===== src/rtl/uart_pkg.sv =====
// uart_pkg: shared definitions for the UART word arbiter slice.
//   uart_idw()  - grant-index width for a given requester count (min 1 bit)
//   TAG_NIBBLE  - upper nibble of the optional source-tag byte
//   state_t     - arbiter FSM encoding; TAG states exist only when
//                 UART_ARB_SRC_TAG_EN is defined.
package uart_pkg;

  function automatic int uart_idw(input int n);
    int w;
    w = 1;
    for (int i = 1; i < 31; i++)
      if ((1 << i) < n) w = i + 1;
    return w;
  endfunction

  localparam logic [3:0] TAG_NIBBLE = 4'hA;

`ifdef UART_ARB_SRC_TAG_EN
  typedef enum logic [2:0] {
    S_IDLE, S_LOAD, S_TAG, S_WAIT_TAG, S_SEND_LO, S_WAIT_LO, S_SEND_HI, S_WAIT_HI
  } state_t;
`else
  typedef enum logic [2:0] {
    S_IDLE, S_LOAD, S_SEND_LO, S_WAIT_LO, S_SEND_HI, S_WAIT_HI
  } state_t;
`endif

endpackage


===== src/rtl/rr_arbiter.sv =====
// rr_arbiter: purely combinational round-robin pick.
//   req       in  NREQ  request vector
//   ptr       in  IDW   last granted index; search starts at ptr+1
//   grant_id  out IDW   first set req at ptr+1, ptr+2, ... (mod NREQ)
//   grant_vld out 1     any req set
module rr_arbiter import uart_pkg::*; #(
  parameter int NREQ = 4,
  parameter int IDW  = uart_idw(NREQ)
) (
  input  logic [NREQ-1:0] req,
  input  logic [IDW-1:0]  ptr,
  output logic [IDW-1:0]  grant_id,
  output logic            grant_vld
);

  // Walk the offsets farthest-first so the nearest hit overwrites last.
  // Only indices 0..NREQ-1 are ever produced, so non-power-of-2 NREQ is safe.
  always_comb begin
    grant_id  = '0;
    grant_vld = 1'b0;
    for (int k = NREQ; k >= 1; k--) begin
      for (int i = 0; i < NREQ; i++) begin
        if (req[i] && (i == (int'(ptr) + k) % NREQ)) begin
          grant_id  = IDW'(i);
          grant_vld = 1'b1;
        end
      end
    end
  end

endmodule


===== src/rtl/uart_tx_word_arbiter.sv =====
// uart_tx_word_arbiter: shares one UART byte transmitter between NREQ
// 16-bit word requesters. Round-robin grant, ack on capture, then the
// low byte and the high byte go out with a tx_dv / tx_busy handshake.
// Optional macro UART_ARB_SRC_TAG_EN prefixes each frame with the tag
// byte {4'hA, 1'b0, grant_id[2:0]}.
//   clk, rst   clock, asynchronous active-high reset
//   ce         clock enable; all state and outputs hold while low
//   req        per-requester level request
//   word_in    requester i word on [16*i+15:16*i]
//   ack        one-cycle pulse when requester word is captured
//   tx_busy    UART busy, rises within one cycle of tx_dv
//   tx_dv      one-cycle byte-valid pulse
//   tx_byte    byte to send, held until the next tx_dv
//   grant_id   requester currently served
//   busy       high whenever the FSM is not idle
module uart_tx_word_arbiter import uart_pkg::*; #(
  parameter int NREQ = 4,
  parameter int IDW  = uart_idw(NREQ)
) (
  input  logic                 clk,
  input  logic                 rst,
  input  logic                 ce,
  input  logic [NREQ-1:0]      req,
  input  logic [16*NREQ-1:0]   word_in,
  output logic [NREQ-1:0]      ack,
  input  logic                 tx_busy,
  output logic                 tx_dv,
  output logic [7:0]           tx_byte,
  output logic [IDW-1:0]       grant_id,
  output logic                 busy
);

  state_t          state_q, state_d;
  logic [IDW-1:0]  rr_ptr_q, rr_ptr_d;
  logic [IDW-1:0]  grant_q, grant_d;
  logic [15:0]     word_q, word_d;
  logic            guard_q, guard_d;
  logic [NREQ-1:0] ack_q, ack_d;
  logic            tx_dv_q, tx_dv_d;
  logic [7:0]      tx_byte_q, tx_byte_d;
  logic            busy_q, busy_d;

  logic [IDW-1:0]  arb_id;
  logic            arb_vld;
  logic [15:0]     sel_word;
  logic            sel_req;
  logic [NREQ-1:0] grant_oh;

  rr_arbiter #(.NREQ(NREQ), .IDW(IDW)) u_rr (
    .req       (req),
    .ptr       (rr_ptr_q),
    .grant_id  (arb_id),
    .grant_vld (arb_vld)
  );

  // Granted requester's word, request level and one-hot select.
  always_comb begin
    sel_word = 16'h0;
    sel_req  = 1'b0;
    grant_oh = '0;
    for (int i = 0; i < NREQ; i++) begin
      if (grant_q == IDW'(i)) begin
        sel_word    = word_in[16*i +: 16];
        sel_req     = req[i];
        grant_oh[i] = 1'b1;
      end
    end
  end

`ifdef UART_ARB_SRC_TAG_EN
  logic [2:0] grant3;
  assign grant3 = 3'(grant_q);
  localparam state_t FIRST_SEND = S_TAG;
`else
  localparam state_t FIRST_SEND = S_SEND_LO;
`endif

  always_comb begin
    state_d   = state_q;
    rr_ptr_d  = rr_ptr_q;
    grant_d   = grant_q;
    word_d    = word_q;
    guard_d   = guard_q;
    ack_d     = '0;
    tx_dv_d   = 1'b0;
    tx_byte_d = tx_byte_q;
    case (state_q)
      S_IDLE: begin
        if (arb_vld) begin
          grant_d = arb_id;
          state_d = S_LOAD;
        end
      end
      // A requester that dropped req before capture is forgotten:
      // no ack, pointer untouched, back to arbitration.
      S_LOAD: begin
        if (sel_req) begin
          word_d   = sel_word;
          ack_d    = grant_oh;
          rr_ptr_d = grant_q;
          state_d  = FIRST_SEND;
        end else begin
          state_d  = S_IDLE;
        end
      end
`ifdef UART_ARB_SRC_TAG_EN
      S_TAG: begin
        if (!tx_busy) begin
          tx_dv_d   = 1'b1;
          tx_byte_d = {TAG_NIBBLE, 1'b0, grant3};
          guard_d   = 1'b1;
          state_d   = S_WAIT_TAG;
        end
      end
      S_WAIT_TAG: begin
        if (guard_q)       guard_d = 1'b0;
        else if (!tx_busy) state_d = S_SEND_LO;
      end
`endif
      S_SEND_LO: begin
        if (!tx_busy) begin
          tx_dv_d   = 1'b1;
          tx_byte_d = word_q[7:0];
          guard_d   = 1'b1;
          state_d   = S_WAIT_LO;
        end
      end
      // First wait cycle ignores tx_busy: the UART may not have raised it yet.
      S_WAIT_LO: begin
        if (guard_q)       guard_d = 1'b0;
        else if (!tx_busy) state_d = S_SEND_HI;
      end
      S_SEND_HI: begin
        if (!tx_busy) begin
          tx_dv_d   = 1'b1;
          tx_byte_d = word_q[15:8];
          guard_d   = 1'b1;
          state_d   = S_WAIT_HI;
        end
      end
      S_WAIT_HI: begin
        if (guard_q)       guard_d = 1'b0;
        else if (!tx_busy) state_d = S_IDLE;
      end
      default: state_d = S_IDLE;
    endcase
    busy_d = (state_d != S_IDLE);
  end

  always_ff @(posedge clk or posedge rst) begin
    if (rst) begin
      state_q   <= S_IDLE;
      rr_ptr_q  <= IDW'(NREQ - 1);
      grant_q   <= '0;
      word_q    <= 16'h0;
      guard_q   <= 1'b0;
      ack_q     <= '0;
      tx_dv_q   <= 1'b0;
      tx_byte_q <= 8'h00;
      busy_q    <= 1'b0;
    end else if (ce) begin
      state_q   <= state_d;
      rr_ptr_q  <= rr_ptr_d;
      grant_q   <= grant_d;
      word_q    <= word_d;
      guard_q   <= guard_d;
      ack_q     <= ack_d;
      tx_dv_q   <= tx_dv_d;
      tx_byte_q <= tx_byte_d;
      busy_q    <= busy_d;
    end
  end

  assign ack      = ack_q;
  assign tx_dv    = tx_dv_q;
  assign tx_byte  = tx_byte_q;
  assign grant_id = grant_q;
  assign busy     = busy_q;

endmodule

===== config.mk =====
export PLATFORM = sky130hd
export DESIGN_NAME = uart_tx_word_arbiter
export DESIGN_NICKNAME = d
export VERILOG_FILES = /design/src/rtl/uart_pkg.sv /design/src/rtl/rr_arbiter.sv /design/src/rtl/uart_tx_word_arbiter.sv
export SDC_FILE = /design/constraint.sdc
export NUM_CORES = 1
export LEC_CHECK = 0
export CORE_MARGIN = 2
export CORE_UTILIZATION = 65
export CTS_CLUSTER_DIAMETER = 100
export DETAILED_ROUTE_END_ITERATION = 16
export DONT_BUFFER_PORTS = 1
export PLACE_DENSITY_LB_ADDON = 0.12
export SYNTH_ARGS = -nofsm -noshare
export SYNTH_HDL_FRONTEND = slang
export SYNTH_SLANG_ARGS = --single-unit
export TNS_END_PERCENT = 30

===== constraint.sdc =====
create_clock -name clk -period 4.6 [get_ports clk]
set_clock_uncertainty 0.2 [all_clocks]
set_input_delay 1.15 -clock clk [delete_from_list [all_inputs] [get_ports clk]]
set_output_delay 1.15 -clock clk [all_outputs]
set_load 0.03 [all_outputs]

==> results.ini <==
[detailed_routing]
postRouteAntennaNets=0
detail_route.wl_per_cell_um=20.64
firstDrtPassIters=5
drt-initial-drc-count=90
drt-vias-per-instance=6.709
num_vias=1382
wl_um=4251
drc=0

[cts]
clock-sinks=38
cts_tree=built
cts_resized=0
cts_max_level=2
clk_latency_ns=0.34
cts_setup_buffers=0
holdBufCountCts=0
root_buffer=clkbuf_4
cts_buffers=5
clk_pin_slew_ns=0.11
cts.path.max_buffers=2

[worst_setup_path]
critPathSlowestCell=dfrtp_1
crit_path_end_kind=output pin
path_delay_family=flip-flops
crit_arrival_ns=1.54
critPathMaxStageDelay_ns=0.79
cp_data_required_time_ns=3.25
path_cells=buf_4
reg2reg_from=grant_id[0]
path_max_fanout=13
worstReg2RegEnd=word_q[14]
rr_worst_depth=3
critPathKind=flop to output pin
rrSetupSlack_ns=2.16
crit_buf_inv=1
startpoint_type=flop

[placement]
hpwl_um=3170
dp_slack_ns=1.890
place_congestion=0.7340
dpl-instance-area_um2=2201
numPortBuffers=0

[die]
core_um2=3284
num_rows=21
num_io_pins=88
die_area_um2=3826
die_height_um=61.86
die_width_um=61.86
start_util=0.6625

[cells_and_area]
area_delta_synth_final_pct=3.910
diodes=0
drive_above_1_share=0.4188
nets=231
fin_area_um2=2261
final_cell_mix=dfrtp_1, mux2_2, mux4_2
layout_commonest_cell=dfrtp_1
fill_cells=237

[synth]
synthTopCellsByArea=dfrtp_1, mux4_2, mux2_2
yosys_register_bits=38
synth_area_um2=2176
ys_warn_count=0
yosysTopAreaCell=dfrtp_1
seq_area_frac_synth=0.4382
synthDominantCellAreaShare=0.4140
ys_types=35
synth_cells=159
syn_nets=231
syn_avg_cell_area_um2=13.68

[sta]
whs_ns=0.3196
worst_slack_ns=1.713
timing.final.hold_violations=0
final_max_slew_viol_count=0
max-slew-margin-rel=0.4064
rsz0062_at_grt=false
tightest_slew_ns=0.8856
fin_setup_tns_ns=0
post-route-period-util=0.6277
period_minus_slack_ns=2.887
fmax_mhz=346.4
setup_viol=0

[pwr]
power_density_nw_per_um2=691.0
fin_total_pwr_mw=1.562
leakagePower_nw=0.9273
vdd_drop_max_uv=372.8

[min_path]
min_path_cells=1
min_to=word_q[4]
holdCritPathClass=flop to flop
min_from=word_q[4]

[grt]
grt_use_met2=0.4180
grt_util_met1=0.3049
grt_remaining_overflow=0
grt_max_degree=21
grt_pass1_wl_um=6665
grtUsageMet3=0.08903
grt_busiest_layer=met2
grt_usage=0.2458
antenna_found_initial=0
grt_pass1_vias=1412

[status]
outcome=finished clean

[job]
cap_viol_max_count=0

[registers in the layout (all words and copies together) (netlist names)]
signal and flops:
ack 4, busy 1, grant_id 2, guard_q 1
rr_ptr_q 2, state_q 3, tx_byte 8, tx_dv 1
word_q 16
[cell usage after synthesis (all sizes together)]
library cell	count
a21o	2
a21oi	2
a31oi	1
a32o	1
buf	7
clkbuf	3
dfrtp	36
dfstp	2
inv	4
mux2	36
mux4	17
nand2	7
nand2b	3
nand3	5
nand3b	1
nand4	1
nor2	8
nor2b	2
nor3	2
nor3b	1
nor4	2
nor4b	1
o21a	1
o21ai	6
o22ai	2
o2bb2ai	2
o311ai	1
o32ai	1
xnor2	1
xor2	1
[stage by stage]
step / util / std cells
after floorplan: - / 159
after detailed placement: 0.6701 / 198
after global placement: 0.6701 / 198
after CTS: 0.6884 / 206
after global routing: 0.6884 / 206
final: 0.6884 / 206
[cell type report]
class	count	area (um^2)	share of cell area
Multi-Input combinational cell	107	1152	0.5097
Clock buffer	7	55.05	0.02435
Clock inverter	1	5.005	0.002214
Timing Repair Buffer	3	22.52	0.009961
Tap cell	46	57.56	0.02546
Sequential cell	38	953.4	0.4217
Inverter	4	15.01	0.006641
[worst max path at each step]
stage / start / to / cells after the start
6_report: grant_id[0] / grant_id[0] / 1
2_1_floorplan: req[3] / word_q[6] / 4
3_3_place_gp: req[3] / word_q[15] / 3
5_1_grt: grant_id[0] / grant_id[0] / 1
3_5_place_dp: ce / tx_byte[0] / 3
4_1_cts: grant_id[0] / grant_id[0] / 1
[logic make-up (layout without fill, tap and decap cells)]
logic type      Yosys count  in the layout  share of synthesized area
simple gates             33             33                    0.08741
xor+xnor                  2              2                   0.008052
buf+inv                  14             15                    0.03220
mux                      53             53                     0.3761
flops                    38             38                     0.4382
compound gates           19             19                    0.05808
[layer usage]
layer / share of wire / vias to the layer above
li1: - / 608
met1: 0.40 / 690
met2: 0.51 / 76
met3: 0.086 / 8
met4: 0.010 / 0
met5: 0 / -
[report_power, final]
part / leakage, nW / total, mW / internal, mW / switching, mW
logic: 0.430 / 0.633 / 0.391 / 0.242
clock network: 0.0353 / 0.179 / 0.0741 / 0.105
registers: 0.462 / 0.750 / 0.492 / 0.258
Note: power is estimated with default switching activity, not from simulation.
